### config.mk
export PLATFORM = sky130hd
export DESIGN_NAME = imem_byte_writer
export DESIGN_NICKNAME = d
export VERILOG_FILES = /design/src/rtl/imem_pkg.sv /design/src/rtl/imem_byte_writer.sv
export SDC_FILE = /design/constraint.sdc
export NUM_CORES = 1
export LEC_CHECK = 0
export ABC_CLOCK_PERIOD_IN_PS = 3640
export CORE_MARGIN = 2
export CORE_UTILIZATION = 54
export DETAILED_ROUTE_END_ITERATION = 10
export PLACE_DENSITY = 0.81
export SLEW_MARGIN = 20
export SYNTH_ARGS = -nofsm -noshare
export SYNTH_HDL_FRONTEND = slang
export SYNTH_SLANG_ARGS = --single-unit
### constraint.sdc
create_clock -name clk -period 3.64 [get_ports clk]
set_clock_uncertainty 0.1 [all_clocks]
set_input_delay 0.546 -clock clk [delete_from_list [all_inputs] [get_ports clk]]
set_output_delay 0.546 -clock clk [all_outputs]
set_load 0.01 [all_outputs]
### src/rtl/imem_pkg.sv
// Shared definitions for the byte-addressed instruction memory: writer FSM
// states, word geometry and the big-endian byte order used on both sides.
package imem_pkg;

    typedef enum logic [1:0] {
        IDLE,
        ARMED,
        WRITE,
        DONE
    } imem_wr_state_t;

    localparam int BYTES_PER_WORD = 4;

    // Byte k of a word in memory order: byte 0 is the most significant.
    function automatic logic [7:0] be_byte(input logic [31:0] word, input logic [1:0] k);
        logic [7:0] b;
        case (k)
            2'd0:    b = word[31:24];
            2'd1:    b = word[23:16];
            2'd2:    b = word[15:8];
            default: b = word[7:0];
        endcase
        return b;
    endfunction

endpackage

### src/rtl/imem_byte_writer.sv
// Loader-side writer for the instruction memory. Each 32-bit word taken from
// the stream becomes four consecutive big-endian byte writes; the core is held
// off (busy) for the whole session.
module imem_byte_writer
    import imem_pkg::*;
#(
    parameter int DEPTH_BYTES = 1024,
    parameter int ADDR_W      = 32,
    parameter int CNT_W       = $clog2(DEPTH_BYTES) + 1
) (
    input  logic              clk,
    input  logic              rst_n,
    input  logic              start,
    input  logic [ADDR_W-1:0] base_addr,
    input  logic              word_valid,
    input  logic [31:0]       word_data,
    input  logic              word_last,
    output logic              word_ready,
    output logic              we,
    output logic [ADDR_W-1:0] waddr,
    output logic [7:0]        wdata,
    output logic              busy,
    output logic              done,
    output logic              err_align,
    output logic              err_overflow,
    output logic [CNT_W-1:0]  bytes_written
);

    imem_wr_state_t    state;
    logic [ADDR_W-1:0] addr;
    logic [1:0]        k;
    logic [31:0]       word_q;
    logic              last_q;

    // Last byte of the word about to be written, one bit wider so that an
    // address wrapping past 2^ADDR_W still reads as out of range.
    logic [ADDR_W:0] end_addr;
    logic            word_ovf;

    assign end_addr = {1'b0, addr} + (ADDR_W+1)'(BYTES_PER_WORD - 1);
    assign word_ovf = end_addr > (ADDR_W+1)'(DEPTH_BYTES - 1);

    // Session FSM with registered write port and status outputs.
    always_ff @(posedge clk) begin
        if (!rst_n) begin
            state         <= IDLE;
            addr          <= '0;
            k             <= '0;
            we            <= 1'b0;
            waddr         <= '0;
            wdata         <= '0;
            busy          <= 1'b0;
            done          <= 1'b0;
            word_ready    <= 1'b0;
            err_align     <= 1'b0;
            err_overflow  <= 1'b0;
            bytes_written <= '0;
        end else begin
            we <= 1'b0;
            case (state)
                IDLE, DONE: begin
                    if (start) begin
                        if (base_addr[1:0] != 2'b00) begin
                            err_align <= 1'b1;
                            done      <= 1'b1;
                            state     <= DONE;
                        end else begin
                            addr          <= base_addr;
                            err_align     <= 1'b0;
                            err_overflow  <= 1'b0;
                            done          <= 1'b0;
                            bytes_written <= '0;
                            busy          <= 1'b1;
                            word_ready    <= 1'b1;
                            state         <= ARMED;
                        end
                    end
                end
                ARMED: begin
                    if (word_valid && word_ready) begin
                        word_ready <= 1'b0;
                        if (word_ovf) begin
                            err_overflow <= 1'b1;
                            done         <= 1'b1;
                            busy         <= 1'b0;
                            state        <= DONE;
                        end else begin
                            // Byte 0 goes out straight from the stream so the
                            // first write lands the cycle after the handshake.
                            we            <= 1'b1;
                            waddr         <= addr;
                            wdata         <= be_byte(word_data, 2'd0);
                            bytes_written <= bytes_written + CNT_W'(1);
                            k             <= 2'd0;
                            state         <= WRITE;
                        end
                    end
                end
                WRITE: begin
                    // k is the byte currently on the port.
                    if (k != 2'd3) begin
                        we            <= 1'b1;
                        waddr         <= addr + ADDR_W'(k) + ADDR_W'(1);
                        wdata         <= be_byte(word_q, k + 2'd1);
                        bytes_written <= bytes_written + CNT_W'(1);
                        k             <= k + 2'd1;
                    end else begin
                        k    <= 2'd0;
                        addr <= addr + ADDR_W'(BYTES_PER_WORD);
                        if (last_q) begin
                            done  <= 1'b1;
                            busy  <= 1'b0;
                            state <= DONE;
                        end else begin
                            word_ready <= 1'b1;
                            state      <= ARMED;
                        end
                    end
                end
                default: state <= IDLE;
            endcase
        end
    end

    // Captured word and its last flag; pure data, only loaded on a handshake.
    always_ff @(posedge clk) begin
        if (state == ARMED && word_valid && word_ready) begin
            word_q <= word_data;
            last_q <= word_last;
        end
    end

endmodule
==> flow_summary.html, run 1 <==
<table>
<tr><th>Metric</th><th>Value</th></tr>
<tr><th colspan="2">STA</th></tr>
<tr><td>Final slew viol count</td><td>0</td></tr>
<tr><td>Unrepaired setup endpoints after global routing</td><td>no</td></tr>
<tr><td>Shortest period the worst path allows</td><td>3.483 ns</td></tr>
<tr><td>Final hold violation count</td><td>0</td></tr>
<tr><td>Summed negative setup slack over all endpoints</td><td>0 ns</td></tr>
<tr><td>Maximum clock frequency</td><td>287.1 MHz</td></tr>
<tr><td>Transition time of the tightest slew-check pin</td><td>0.8483 ns</td></tr>
<tr><td>Least setup slack across all paths after layout</td><td>0.1565 ns</td></tr>
<tr><td>Worst max-slew margin expressed relative to the limit</td><td>0.4344</td></tr>
<tr><td>Hold slack final</td><td>0.3808 ns</td></tr>
<tr><td>Finish-stage setup viols</td><td>0</td></tr>
<tr><td>Post-route fraction of the period consumed by the critical path</td><td>0.9570</td></tr>
<tr><th colspan="2">Power and ir drop</th></tr>
<tr><td>Max rail drop VDD</td><td>0.0005663 V</td></tr>
<tr><td>Overall power</td><td>8.037 mW</td></tr>
<tr><td>PwrDens</td><td>843.7 mW/mm²</td></tr>
<tr><td>Total leakage power</td><td>3.174 nW</td></tr>
<tr><th colspan="2">Floorplan</th></tr>
<tr><td>Placeable core region</td><td>0.01330 mm²</td></tr>
<tr><td>Die outline area</td><td>0.01464 mm²</td></tr>
<tr><td>I/O pins</td><td>126</td></tr>
<tr><td>Starting density of the core</td><td>0.5559</td></tr>
<tr><td>Number of core rows</td><td>42</td></tr>
<tr><td>Die outline height</td><td>121.0 µm</td></tr>
<tr><td>Horiz. Die Dim</td><td>121.0 µm</td></tr>
<tr><th colspan="2">Routing</th></tr>
<tr><td>Drt total wl</td><td>24120 µm</td></tr>
<tr><td>Number of remaining DRC errors</td><td>0</td></tr>
<tr><td>Routed length per placed instance</td><td>20.62 µm</td></tr>
<tr><td>Number of nets still failing antenna checks after routing</td><td>0</td></tr>
<tr><td>First-pass detailed-route iteration total</td><td>6</td></tr>
<tr><td>Vias</td><td>7453</td></tr>
<tr><td>Via density per instance</td><td>6.370</td></tr>
<tr><td>Count of routing violations after the opening detailed-route iteration</td><td>867</td></tr>
<tr><th colspan="2">Clocking</th></tr>
<tr><td>Source-to-sink clock delay at the later pin of the worst-skew pair</td><td>0.43 ns</td></tr>
<tr><td>Buffer count from post-CTS setup fixing</td><td>0</td></tr>
<tr><td>Clock transition at the registers of the reported paths</td><td>0.06 ns</td></tr>
<tr><td>Longest Clk Path Bufs</td><td>2</td></tr>
<tr><td>Root Buffer</td><td>clkbuf_16</td></tr>
<tr><td>Total number of H-tree levels</td><td>4</td></tr>
<tr><td>TritonCTS clock tree</td><td>built</td></tr>
<tr><td>Number of buffers added to fix hold violations after cts</td><td>0</td></tr>
<tr><td>Clock buffer count from CTS</td><td>17</td></tr>
<tr><td>Number of clock sinks seen by CTS</td><td>126</td></tr>
<tr><th colspan="2">Global route</th></tr>
<tr><td>Pin count of the biggest net entering global routing</td><td>41</td></tr>
<tr><td>Grt ovf</td><td>0</td></tr>
<tr><td>Global-route usage over all layers</td><td>0.3282</td></tr>
<tr><td>Wire length of the first global-routing pass</td><td>36650 µm</td></tr>
<tr><td>Number of global-route vias before repair</td><td>6563</td></tr>
<tr><td>Initial antenna violation count</td><td>0</td></tr>
<tr><th colspan="2">Yosys</th></tr>
<tr><td>Cells taking the most area after synthesis</td><td>dfxtp_1, edfxtp_1, a211oi_1</td></tr>
<tr><td>Synth Register Bits</td><td>126</td></tr>
<tr><td>Count of cell types in the netlist</td><td>74</td></tr>
<tr><td>Most frequently used cell type in the post-synthesis netlist</td><td>dfxtp_1</td></tr>
<tr><td>Post-synthesis async set-or-reset flop share</td><td>0</td></tr>
<tr><td>Syn Std Cell Area</td><td>0.007391 mm²</td></tr>
<tr><td>Number of enable-type register cells in the synthesized netlist</td><td>33</td></tr>
<tr><td>Share of synthesized area occupied by flip-flops and latches</td><td>0.3860</td></tr>
<tr><td>Cell type contributing the most total cell area after synthesis</td><td>dfxtp_1</td></tr>
<tr><td>Number of instances in the synthesized netlist</td><td>869</td></tr>
<tr><td>Synth top cells by count</td><td>dfxtp_1, nor3_1, nor2_1, a21oi_1, nand2_1</td></tr>
<tr><td>Synth Area per Inst</td><td>8.505 µm²</td></tr>
<tr><td>Yosys warns</td><td>0</td></tr>
<tr><td>Flip-flop cell with the highest count after synthesis</td><td>dfxtp_1</td></tr>
<tr><td>Fraction of post-synthesis cell area in the top cell type by area</td><td>0.2519</td></tr>
<tr><td>Post-synthesis net count</td><td>952</td></tr>
<tr><th colspan="2">Setup path</th></tr>
<tr><td>Worst path top cell family by delay</td><td>simple AND/OR/NAND/NOR gates</td></tr>
<tr><td>Maximum fanout count along the critical path</td><td>9</td></tr>
<tr><td>Critical path arrival</td><td>3.76 ns</td></tr>
<tr><td>Crit path buffers/inverters</td><td>2</td></tr>
<tr><td>Crit path max-delay cell type</td><td>dfxtp_1</td></tr>
<tr><td>Endpoint class of the critical path</td><td>flip-flop</td></tr>
<tr><td>Setup Crit Path Kind</td><td>flip-flop to flip-flop</td></tr>
<tr><td>Peak per-stage delay on the critical path</td><td>0.63 ns</td></tr>
<tr><td>Ordered list of cells on the worst path</td><td>nand2_1, or4_1, buf_4, or4_1, nand4_1, nor4_4, buf_4, and3_1, a221oi_1, a22o_1</td></tr>
<tr><td>Startpoint Class</td><td>flip-flop</td></tr>
<tr><td>Required time at the endpoint of the critical path</td><td>3.91 ns</td></tr>
<tr><th colspan="2">Placed design</th></tr>
<tr><td>Number of buffers inserted by port buffering</td><td>125</td></tr>
<tr><td>Place WS</td><td>0.2460 ns</td></tr>
<tr><td>Placement Cell Area</td><td>0.008909 mm²</td></tr>
<tr><td>DP Cell Count</td><td>1138</td></tr>
<tr><td>Half-perimeter wire length after detailed placement</td><td>16670 µm</td></tr>
<tr><td>Routability-driven placement congestion ratio</td><td>0.9728</td></tr>
<tr><th colspan="2">Layout</th></tr>
<tr><td>Utilization of the core after routing</td><td>0.7165</td></tr>
<tr><td>Synthesis-to-finish area growth</td><td>28.90%</td></tr>
<tr><td>Layout cells sized above 1</td><td>0.1097</td></tr>
<tr><td>Fill cells</td><td>1068</td></tr>
<tr><td>Post-route cell area</td><td>0.009527 mm²</td></tr>
<tr><td>Non-filler cells, final</td><td>1170</td></tr>
<tr><td>Total Nets Final</td><td>1064</td></tr>
<tr><td>Count of inserted antenna diode cells</td><td>0</td></tr>
<tr><th colspan="2">Run</th></tr>
<tr><td>Number of max-cap violations</td><td>0</td></tr>
<tr><th colspan="2">Min path</th></tr>
<tr><td>Class of the worst hold path</td><td>flip-flop to flip-flop</td></tr>
<tr><th colspan="2">Run status</th></tr>
<tr><td>Status</td><td>complete, no violations</td></tr>
</table>
-- placed cells by master, fill, tap and decap left out, types with 4 or more instances in the layout --
cell type | synthesis | layout
a211oi_1 | 47 | 47
a21oi_1 | 60 | 59
a222oi_1 | 8 | 8
a22oi_1 | 4 | 4
a31oi_1 | 5 | 5
and2_1 | 13 | 13
and3_1 | 10 | 10
and4_1 | 8 | 8
buf_4 | 8 | 45
clkbuf_1 | 48 | 4
clkbuf_16 | 0 | 18
clkdlybuf4s50_1 | 0 | 125
dfxtp_1 | 93 | 93
edfxtp_1 | 33 | 33
ha_1 | 13 | 12
inv_1 | 30 | 30
mux2i_1 | 14 | 14
nand2_1 | 60 | 60
nand2b_1 | 5 | 5
nand3_1 | 25 | 25
nand4_1 | 22 | 22
nor2_1 | 64 | 63
nor2b_1 | 4 | 4
nor3_1 | 67 | 65
nor4_1 | 16 | 15
o21a_1 | 4 | 4
o21ai_0 | 35 | 35
o22ai_1 | 14 | 14
o2bb2ai_1 | 5 | 5
o31ai_1 | 13 | 13
or3_1 | 6 | 5
or4_1 | 17 | 17
xnor2_1 | 27 | 27
xor2_1 | 10 | 10
-- flip-flops by register name, summed over array words and instances, names as in the netlist --
register and count:
addr 32, busy 1, bytes_written 11, done 1, err_align 1, err_overflow 1, k 2, last_q 1
state 2, waddr 32, wdata 8, we 1, word_q 32, word_ready 1
-- final cells by class --
type | instances | area (µm²) | share of cell area
clock buffer | 23 | 479.2 | 0.05030
clock inverter | 9 | 131.4 | 0.01379
inverter | 31 | 116.4 | 0.01221
multi-input combinational | 632 | 4078 | 0.4280
sequential | 126 | 2853 | 0.2994
tap | 176 | 220.2 | 0.02312
timing repair buffer | 173 | 1649 | 0.1731
-- kinds of logic after synthesis --
group,Yosys count,share of synthesized area
AND/OR/NAND/NOR,339,0.2500
XOR/XNOR,37,0.04385
AO/OA/AOI/OAI,227,0.2091
flip-flops,126,0.3860
multiplexers,15,0.02048
adder cells (fa/ha/maj),14,0.02472
buffers and inverters,111,0.06585
-- per-layer routing --
layer / routed length (µm) / global-route usage / vias to the layer above / part of all wire
met2: 10530 / 0.4888 / 430 / 0.44
met4: 429 / 0.08140 / 0 / 0.018
met1: 10700 / 0.4812 / 3486 / 0.44
met5: 0 / 0 / - / 0
met3: 2464 / 0.07378 / 53 / 0.10
li1: - / - / 3484 / -
-- path summary, 6_finish.rpt --
check	from	endpoint	slack, ns	cells after the start
setup / recovery	addr[15]	k[1]	0.16	10
hold / removal	bytes_written[10]	bytes_written[10]	0.38	2
setup reg to reg	addr[15]	k[1]	0.16	10
hold reg to reg	bytes_written[10]	bytes_written[10]	0.38	2
-- worst register-to-register path: cells and delay by family (launching register included) --
kind | cells | cell delay (ns)
AOI/OAI and AO/OA | 2 | 0.67
buffers and inverters | 2 | 0.35
and+or+nand+nor | 6 | 1.67
DFF | 1 | 0.63
-- power by group --
part / switching, mW / internal, mW
registers: 0.446 / 1.85
logic: 2.27 / 1.69
clock network: 0.653 / 1.14
total: 3.37 / 4.67
-- timing repair --
action / CTS / global route
setup endpoints to repair: 0 / 1
gates resized for setup: 0 / 1
endpoints found under the hold margin: 0 / 0
Note: power is estimated with default switching activity, not from simulation.
==> inputs of run 2 (changes only) <==
--- a/config.mk
+++ b/config.mk
@@ -5,7 +5,6 @@
 export SDC_FILE = /design/constraint.sdc
 export NUM_CORES = 1
 export LEC_CHECK = 0
-export ABC_CLOCK_PERIOD_IN_PS = 3640
 export CORE_MARGIN = 2
 export CORE_UTILIZATION = 54
 export DETAILED_ROUTE_END_ITERATION = 10
==> results of run 2 <==
No change in the layout: final DEF, timing and power equal those of run 1.
==> inputs of run 3 (changes only) <==
--- a/config.mk
+++ b/config.mk
@@ -7,7 +7,9 @@
 export LEC_CHECK = 0
 export CORE_MARGIN = 2
 export CORE_UTILIZATION = 54
+export CTS_BUF_LIST = sky130_fd_sc_hd__clkbuf_16
 export DETAILED_ROUTE_END_ITERATION = 10
+export HOLD_SLACK_MARGIN = 0.15
 export PLACE_DENSITY = 0.81
 export SLEW_MARGIN = 20
 export SYNTH_ARGS = -nofsm -noshare
==> run 3 against run 2 <==
Net effect:
- critical path depth unchanged
- via count decreased by 0.34%
- design area decreased by 0.11%
- first-iteration DRC count is 2.9% lower
- sequential cell count did not move
- sequential power about the same
- die area unchanged
- register-to-register slack gained 0.03 ns
- global-route usage barely moved
- combinational power is essentially flat
==> flow_summary.html, run 3 (synthesized netlist as in run 1, its figures left out) <==
<table>
<tr><th>Metric</th><th>Value</th></tr>
<tr><th colspan="2">Run status</th></tr>
<tr><td>Status</td><td>complete, no violations</td></tr>
<tr><th colspan="2">STA</th></tr>
<tr><td>Unrepaired setup endpoints after global routing</td><td>no</td></tr>
<tr><td>Post-route fraction of the period consumed by the critical path</td><td>0.9501</td></tr>
<tr><td>Maximum clock frequency</td><td>289.2 MHz</td></tr>
<tr><td>Final slew viol count</td><td>0</td></tr>
<tr><td>Transition time of the tightest slew-check pin</td><td>0.8288 ns</td></tr>
<tr><td>Final hold violation count</td><td>0</td></tr>
<tr><td>Worst max-slew margin expressed relative to the limit</td><td>0.4475</td></tr>
<tr><td>Shortest period the worst path allows</td><td>3.458 ns</td></tr>
<tr><td>Finish-stage setup viols</td><td>0</td></tr>
<tr><td>Summed negative setup slack over all endpoints</td><td>0 ns</td></tr>
<tr><th colspan="2">Layout</th></tr>
<tr><td>Commonest cells after routing, fill and taps aside</td><td>clkdlybuf4s50_1, dfxtp_1, nor3_1</td></tr>
<tr><td>Layout cells sized above 1</td><td>0.1087</td></tr>
<tr><td>Most common cell after layout, fill and taps aside</td><td>clkdlybuf4s50_1</td></tr>
<tr><td>Total Nets Final</td><td>1064</td></tr>
<tr><td>Synthesis-to-finish area growth</td><td>28.76%</td></tr>
<tr><td>Count of inserted antenna diode cells</td><td>0</td></tr>
<tr><td>Post-route cell area</td><td>0.009517 mm²</td></tr>
<tr><td>Registers with the most flip-flops</td><td>addr (32), waddr (32), word_q (32)</td></tr>
<tr><th colspan="2">Clocking</th></tr>
<tr><td>Clock buffer count from CTS</td><td>17</td></tr>
<tr><td>Source-to-sink clock delay at the later pin of the worst-skew pair</td><td>0.44 ns</td></tr>
<tr><td>Total number of H-tree levels</td><td>4</td></tr>
<tr><td>Number of clock sinks seen by CTS</td><td>126</td></tr>
<tr><td>Number of buffers added to fix hold violations after cts</td><td>0</td></tr>
<tr><td>Clock transition at the registers of the reported paths</td><td>0.06 ns</td></tr>
<tr><td>Root Buffer</td><td>clkbuf_16</td></tr>
<tr><td>TritonCTS clock tree</td><td>built</td></tr>
<tr><td>Longest Clk Path Bufs</td><td>2</td></tr>
<tr><th colspan="2">Setup path</th></tr>
<tr><td>Worst path top cell family by delay</td><td>simple AND/OR/NAND/NOR gates</td></tr>
<tr><td>Ordered list of cells on the worst path</td><td>nand2_1, or4_1, buf_4, or4_1, nand4_1, nor4_4, buf_4, and3_1, a221oi_1, a22o_1</td></tr>
<tr><td>Maximum fanout count along the critical path</td><td>9</td></tr>
<tr><td>Required time at the endpoint of the critical path</td><td>3.92 ns</td></tr>
<tr><td>Crit path from</td><td>addr[15]</td></tr>
<tr><td>Critical path arrival</td><td>3.74 ns</td></tr>
<tr><td>Startpoint Class</td><td>flip-flop</td></tr>
<tr><td>Count of cell instances traversed by the critical path</td><td>10</td></tr>
<tr><td>Path depth of the worst reg2reg path</td><td>10</td></tr>
<tr><td>Crit path buffers/inverters</td><td>2</td></tr>
<tr><td>Peak per-stage delay on the critical path</td><td>0.62 ns</td></tr>
<tr><td>Setup Crit Path Kind</td><td>flip-flop to flip-flop</td></tr>
<tr><td>Crit path max-delay cell type</td><td>dfxtp_1</td></tr>
<tr><td>Worst R2R Start</td><td>addr[15]</td></tr>
<tr><td>R2R Setup Slk</td><td>0.18 ns</td></tr>
<tr><td>Worst flop-to-flop path endpoint</td><td>k[1]</td></tr>
<tr><td>Endpoint class of the critical path</td><td>flip-flop</td></tr>
<tr><th colspan="2">Global route</th></tr>
<tr><td>Initial antenna violation count</td><td>0</td></tr>
<tr><td>Pin count of the biggest net entering global routing</td><td>41</td></tr>
<tr><td>Wire length of the first global-routing pass</td><td>36650 µm</td></tr>
<tr><td>Grt ovf</td><td>0</td></tr>
<tr><td>Number of global-route vias before repair</td><td>6558</td></tr>
<tr><td>Global-route usage over all layers</td><td>0.3281</td></tr>
<tr><th colspan="2">Power and ir drop</th></tr>
<tr><td>PwrDens</td><td>842.3 mW/mm²</td></tr>
<tr><td>Max rail drop VDD</td><td>0.0005714 V</td></tr>
<tr><td>Total leakage power</td><td>3.184 nW</td></tr>
<tr><th colspan="2">Placed design</th></tr>
<tr><td>Half-perimeter wire length after detailed placement</td><td>16670 µm</td></tr>
<tr><td>Routability-driven placement congestion ratio</td><td>0.9728</td></tr>
<tr><td>Number of buffers inserted by port buffering</td><td>125</td></tr>
<tr><td>Placement Cell Area</td><td>0.008909 mm²</td></tr>
<tr><th colspan="2">Routing</th></tr>
<tr><td>Drt total wl</td><td>24190 µm</td></tr>
<tr><td>Via density per instance</td><td>6.349</td></tr>
<tr><td>First-pass detailed-route iteration total</td><td>6</td></tr>
<tr><td>Count of routing violations after the opening detailed-route iteration</td><td>842</td></tr>
<tr><td>Number of nets still failing antenna checks after routing</td><td>0</td></tr>
<tr><td>Routed length per placed instance</td><td>20.68 µm</td></tr>
<tr><td>Number of remaining DRC errors</td><td>0</td></tr>
<tr><td>Vias</td><td>7428</td></tr>
<tr><th colspan="2">Min path</th></tr>
<tr><td>Launch instance of the worst min-delay path</td><td>bytes_written[10]</td></tr>
<tr><td>Worst hold path endpoint</td><td>bytes_written[10]</td></tr>
<tr><td>Class of the worst hold path</td><td>flip-flop to flip-flop</td></tr>
<tr><td>Cell depth of the worst min-delay path</td><td>2</td></tr>
<tr><th colspan="2">Floorplan</th></tr>
<tr><td>Die outline area</td><td>0.01464 mm²</td></tr>
<tr><td>Number of core rows</td><td>42</td></tr>
<tr><td>Die outline height</td><td>121.0 µm</td></tr>
<tr><td>Horiz. Die Dim</td><td>121.0 µm</td></tr>
<tr><td>I/O pins</td><td>126</td></tr>
<tr><td>Starting density of the core</td><td>0.5559</td></tr>
<tr><td>Placeable core region</td><td>0.01330 mm²</td></tr>
<tr><th colspan="2">Run</th></tr>
<tr><td>Number of max-cap violations</td><td>0</td></tr>
</table>
-- run 3: final cells by class --
class                           count  area (µm²)
Fill cell                        1067        3779
Sequential cell                   126        2853
Clock inverter                     14       150.1
Multi-Input combinational cell    632        4078
Tap cell                          176       220.2
Timing Repair Buffer              173        1649
Inverter                           31       116.4
Clock buffer                       18       450.4
-- run 3: per-stage QoR --
step | util | hold slack [ns] | total power [mW] | std cells | setup WS [ns]
3_3_place_gp | 0.6701 | 0.3681 | 6.073 | 1138 | 0.2878
6_report | 0.7158 | 0.3808 | 8.016 | 1170 | 0.1818
5_1_grt | 0.7158 | 0.4147 | 8.453 | 1170 | 0.002482
4_1_cts | 0.7152 | 0.3812 | 7.944 | 1170 | 0.1982
2_1_floorplan | - | 0.3959 | 4.795 | 869 | 0.5669
3_5_place_dp | 0.6701 | 0.3665 | 6.156 | 1138 | 0.2460
-- run 3: power breakdown --
part,switching (mW),internal [mW],leakage [nW]
logic,2.28,1.69,1.81
clock network,0.654,1.10,0.312
registers,0.447,1.85,1.06
-- run 3: how the worst max path moves through the flow --
stage / slack, ns / endpoint
finish: 0.18 / k[1]
global placement: 0.29 / k[1]
detailed placement: 0.25 / bytes_written[8]
CTS: 0.20 / k[1]
floorplan: 0.57 / bytes_written[10]
global route: 0.002 / bytes_written[9]
-- run 3: metal layers --
metal,up-vias,part of all wire,global-route usage
met3,54,0.10,0.07378
met5,-,0,0
met1,3500,0.45,0.4815
met2,389,0.44,0.4881
li1,3485,-,-
met4,0,0.015,0.08140
-- run 3: worst reg2reg max path: stages (launching register included) --
cell      delay (ns)
dfxtp_1         0.62
nand2_1         0.16
or4_1           0.61
buf_4           0.21
or4_1           0.49
nand4_1         0.16
nor4_4          0.08
buf_4           0.14
and3_1          0.18
a221oi_1        0.45
a22o_1          0.22
-- run 3: what timing repair did --
action | in CTS | in global routing
setup buffers | 0 | 0
endpoints found under the setup margin | 0 | 1
endpoints found under the hold margin | 0 | 0
gates resized for setup | 0 | 1
